===== src/rtl/uart_rx_frame_ctrl.sv =====
// Frame controller behind the UART RX byte buffer: SYNC, LEN, payload, checksum.
// Holds a good frame for the consumer via valid/ready; errors are one-cycle pulses.
module uart_rx_frame_ctrl #(
  parameter logic [7:0] SYNC    = 8'hA5,
  parameter int         MAX_LEN = 16,
  parameter int         TIMEOUT = 17360
) (
  input  logic                       clk,
  input  logic                       reset,
  input  logic                       rx_available,
  input  logic [7:0]                 rx_data,
  output logic                       frame_valid,
  input  logic                       frame_ready,
  output logic [7:0]                 frame_len,
  input  logic [$clog2(MAX_LEN)-1:0] rd_addr,
  output logic [7:0]                 rd_data,
  output logic                       busy,
  output logic                       err_checksum,
  output logic                       err_length,
  output logic                       err_timeout,
  output logic                       overrun
);

  localparam int AW = $clog2(MAX_LEN);
  localparam int CW = $clog2(TIMEOUT + 1);

  typedef enum logic [2:0] {HUNT, LEN, PAYLOAD, CHECK, HOLD} state_t;

  state_t          state_q, state_d;
  logic            avail_q;
  logic [7:0]      len_q, len_d;
  logic [7:0]      sum_q, sum_d;
  logic [AW-1:0]   idx_q, idx_d;
  logic [CW-1:0]   cnt_q, cnt_d;
  logic            err_cs_q, err_cs_d;
  logic            err_len_q, err_len_d;
  logic            err_to_q, err_to_d;
  logic            ovr_q, ovr_d;
  logic            wr_en;
  logic            byte_evt;
  logic [7:0]      payload_q [2**AW];

  assign byte_evt = rx_available & ~avail_q;

  always_ff @(posedge clk or negedge reset) begin
    if (!reset) begin
      state_q   <= HUNT;
      avail_q   <= 1'b1;  // a level already high at release is not a new byte
      len_q     <= '0;
      sum_q     <= '0;
      idx_q     <= '0;
      cnt_q     <= '0;
      err_cs_q  <= 1'b0;
      err_len_q <= 1'b0;
      err_to_q  <= 1'b0;
      ovr_q     <= 1'b0;
    end else begin
      state_q   <= state_d;
      avail_q   <= rx_available;
      len_q     <= len_d;
      sum_q     <= sum_d;
      idx_q     <= idx_d;
      cnt_q     <= cnt_d;
      err_cs_q  <= err_cs_d;
      err_len_q <= err_len_d;
      err_to_q  <= err_to_d;
      ovr_q     <= ovr_d;
    end
  end

  always_ff @(posedge clk) begin
    if (wr_en) payload_q[idx_q] <= rx_data;
  end

  always_comb begin
    state_d   = state_q;
    len_d     = len_q;
    sum_d     = sum_q;
    idx_d     = idx_q;
    cnt_d     = cnt_q;
    err_cs_d  = 1'b0;
    err_len_d = 1'b0;
    err_to_d  = 1'b0;
    ovr_d     = 1'b0;
    wr_en     = 1'b0;
    case (state_q)
      HUNT: begin
        if (byte_evt && rx_data == SYNC) begin
          state_d = LEN;
          cnt_d   = '0;
        end
      end
      LEN: begin
        if (byte_evt) begin
          len_d = rx_data;
          sum_d = rx_data;
          idx_d = '0;
          if (rx_data > 8'(MAX_LEN)) begin
            err_len_d = 1'b1;
            state_d   = HUNT;
          end else if (rx_data == 8'd0) begin
            state_d = CHECK;
          end else begin
            state_d = PAYLOAD;
          end
        end
      end
      PAYLOAD: begin
        if (byte_evt) begin
          wr_en = 1'b1;
          sum_d = sum_q + rx_data;
          idx_d = idx_q + 1'b1;
          if (8'(idx_q) + 8'd1 == len_q) state_d = CHECK;
        end
      end
      CHECK: begin
        if (byte_evt) begin
          if (rx_data == sum_q) begin
            state_d = HOLD;
          end else begin
            err_cs_d = 1'b1;
            state_d  = HUNT;
          end
        end
      end
      HOLD: begin
        if (byte_evt) ovr_d = 1'b1;
        if (frame_ready) state_d = HUNT;
      end
      default: state_d = HUNT;
    endcase
    // A byte arriving on the expiry cycle takes priority over the timeout.
    if (state_q inside {LEN, PAYLOAD, CHECK}) begin
      if (byte_evt) begin
        cnt_d = '0;
      end else if (cnt_q == CW'(TIMEOUT - 1)) begin
        err_to_d = 1'b1;
        state_d  = HUNT;
        cnt_d    = '0;
      end else begin
        cnt_d = cnt_q + 1'b1;
      end
    end
  end

  always_comb begin
    frame_valid  = (state_q == HOLD);
    busy         = (state_q != HUNT);
    frame_len    = len_q;
    err_checksum = err_cs_q;
    err_length   = err_len_q;
    err_timeout  = err_to_q;
    overrun      = ovr_q;
  end

  assign rd_data = payload_q[rd_addr];

endmodule


===== config.mk =====
export PLATFORM = sky130hd
export DESIGN_NAME = uart_rx_frame_ctrl
export DESIGN_NICKNAME = d
export VERILOG_FILES = /design/src/rtl/uart_rx_frame_ctrl.sv
export SDC_FILE = /design/constraint.sdc
export NUM_CORES = 1
export LEC_CHECK = 0
export ABC_AREA = 1
export ABC_CLOCK_PERIOD_IN_PS = 3300
export CAP_MARGIN = 0
export CORE_UTILIZATION = 55
export CTS_CLUSTER_DIAMETER = 50
export DETAILED_ROUTE_END_ITERATION = 12
export PLACE_DENSITY_LB_ADDON = 0.15
export REMOVE_ABC_BUFFERS = 1
export SYNTH_ARGS = -nofsm -noshare
export SYNTH_HDL_FRONTEND = slang
export SYNTH_SLANG_ARGS = --single-unit

===== constraint.sdc =====
create_clock -name clk -period 3.3 [get_ports clk]
set_clock_uncertainty 0.05 [all_clocks]
set_input_delay 0.99 -clock clk [delete_from_list [all_inputs] [get_ports clk]]
set_output_delay 0.99 -clock clk [all_outputs]
set_load 0.05 [all_outputs]

==> run metrics <==
first-pass GRT wire length=30.2 mm; DR WL met3=1.03 mm; r2r setup slk=1.11 ns; commonest non-fill, non-tap cells in the layout=169 x nand2_1, 128 x edfxtp_1, 126 x inv_1; VDD IR max=0.339 mV; initial DRC count=497; outcome=finished clean; WL final=18.7 mm; Critical Path RT=2.26 ns; combinational cell fraction of total power=12.2%; post-detailed-route count of antenna-violating nets=0; gr usage total=27.4%; clk_lat worst skew=0.43 ns; fillers=1,086; crit share post-route=97.6%; via/cell ratio=5.60; Total Nets Final=924; Top FF cell, synth=edfxtp_1; mapped cell area=0.00805 mm2; fin worst setup slack=0.0783 ns; Setup crit end kind=primary output; Worst EP arrival=2.18 ns; Vias=6,095; WL met2=9.03 mm; CTS Buffer Depth=2; WL per Instance=17.2 um; Hold Vio Cnt, Final=0; antenna violations before repair=0; Reg power frac=46.4%; area of the multi-input gates=0.00249 mm2; TritonCTS Sinks=171; IO Count=38; most common cell after layout, fill and taps aside=nand2_1; RSZ-0062 raised after global routing=no; Pleak=0.00404 uW; post-placement setup slack=-0.130 ns; GPL Wtd Cong=0.908; Setup Viol. Count Final=0; max layer used=met4; CTS Hold Bufs=0; Syn Inst Count=823; #FFs+latches synth=171; DR pass1 iterations=6; core footprint=0.0141 mm2; CP Class=in2out; std cell rows=43; Syn Area/Cell=9.78 um2; Initial Utilization=57.1%; DRC=0; share of cells above drive strength 1=11.5%; Cell variety after synth=36; worst-path fanout max=36; vias in the first global route=5,801; Clock power frac=41.5%; register area share after synthesis=61.2%; Die Wd=123 um; CTS buffer count=17; Area after DPL=0.00893 mm2; H-tree lvl count=4; Post-synth EDFFs=128; Util after Layout=68.1%; Tightest Hold Check Type=reg2reg; die area=0.0151 mm2; largest net degree at the start of global routing=49; FF/Latch Area=0.00492 mm2; pwr dens=539 mW/mm2; met1 WL=8.19 mm; max-slew violations=0; Root Buffer=clkbuf_16; Clock transition at path regs=0.06 ns; Max Freq=0.310 GHz; worst hold slack=0.446 ns; Sw Ratio=24.1%; Design Area, Final=0.00960 mm2; cell-internal power=3930 uW; die height=123 um; Async SR Flop Fraction=25.1%; worst slew pin tran=0.979 ns; slew margin rel.=34.7%; P_sw=1250 uW; Post-DP HPWL=12.9 mm; grt total ovfl=0; area grow syn2layout=19.3%; max-cap violation count=0; Total Power=5170 uW; Yosys warnings=0; startpoint types=primary input; CTS tree=built; ant diodes=0; Min Clock Period, post-route=3.22 ns; I/O Buffers=37
registers in the layout, indices dropped and copies added, names as in the netlist:
signal / count
frame_len: 8
overrun: 1
err_length: 1
err_checksum: 1
state_q: 3
idx_q: 4
err_timeout: 1
cnt_q: 15
avail_q: 1
payload_q: 128
sum_q: 8
Yosys cell counts, types with 2 or more instances:
library cell | count | area share [%]
o21ai_0 | 53 | 3.3
o22ai_1 | 5 | 0.39
inv_1 | 127 | 5.9
nand2_1 | 169 | 7.9
buf_6 | 2 | 0.28
dfrtp_1 | 42 | 13
o211ai_1 | 33 | 3.1
nand3_1 | 82 | 5.1
nand4_1 | 9 | 0.70
inv_2 | 3 | 0.14
nand3_2 | 2 | 0.25
xnor2_1 | 2 | 0.22
o21ai_1 | 6 | 0.37
nor2_1 | 46 | 2.1
clkbuf_1 | 11 | 0.51
edfxtp_1 | 128 | 48
nor4_1 | 2 | 0.16
xor2_1 | 4 | 0.44
ha_1 | 12 | 1.9
nor2_2 | 3 | 0.23
a21oi_1 | 42 | 2.6
buf_2 | 15 | 0.93
nor3_1 | 7 | 0.44
nand2_2 | 4 | 0.31
a31oi_1 | 3 | 0.23
worst max-delay path, stage by stage:
cell and delay (ns):
buf_6 0.15, buf_12 0.18, o21ai_0 0.33, nand3_1 0.16, nand3_1 0.12, nand2_1 0.09
buf_12 0.16
final cells by class:
| class | count | share of cell area [%] |
|---|---|---|
| Multi-Input combinational cell | 492 | 25.9 |
| Inverter | 130 | 5.12 |
| Timing Repair Buffer | 83 | 8.75 |
| Clock buffer | 21 | 4.59 |
| Clock inverter | 11 | 2.01 |
| Sequential cell | 171 | 51.3 |
| Tap cell | 180 | 2.35 |
metal layers:
layer	up-vias	global-route usage, %
met3	30	5.54
li1	2926	-
met1	2928	36.7
met4	0	10.7
met2	211	44.1
met5	-	0
power by group through the flow:
stage               Clock, uW  Combinational [uW]  Sequential [uW]
floorplan                   0                 343             2440
global placement            0                 609             2440
detailed placement          0                 619             2440
CTS                      2160                 626             2400
global route             2250                 702             2400
finish                   2150                 629             2400
logic make-up (layout without fill, tap and decap cells):
logic type	count (synthesis)	count (layout)	synth area share (%)
adder cells (fa/ha/maj)	13	13	2.11
buffers and inverters	160	245	7.93
flip-flops	171	171	61.2
XOR/XNOR	6	6	0.653
AND/OR/NAND/NOR	328	328	17.8
AO/OA/AOI/OAI	145	145	10.4
through the flow:
stage | std cells | setup TNS, ns
6_report | 1088 | 0
5_1_grt | 1088 | 0
4_1_cts | 1088 | 0
3_5_place_dp | 1055 | -0.701
3_3_place_gp | 1055 | -0.269
2_1_floorplan | 793 | 0
path summary, 6_finish.rpt:
path	depth (start not counted)	startpoint	to
setup / recovery	7	rd_addr[0]	rd_data[1]
hold / removal	2	sum_q[5]	sum_q[5]
setup reg to reg	6	state_q[2]	payload_q[1][1]
hold reg to reg	2	sum_q[5]	sum_q[5]
max in group asynchronous	1	reset	idx_q[0]
min in group asynchronous	1	reset	cnt_q[14]
timing repair:
item	in CTS	in global routing
setup endpoints to repair	8	2
resized for setup	3	2
endpoints found under the hold margin	0	0
buffers inserted	1	0
pin swaps	0	0
No activity file was read; power rests on OpenSTA's default activity.
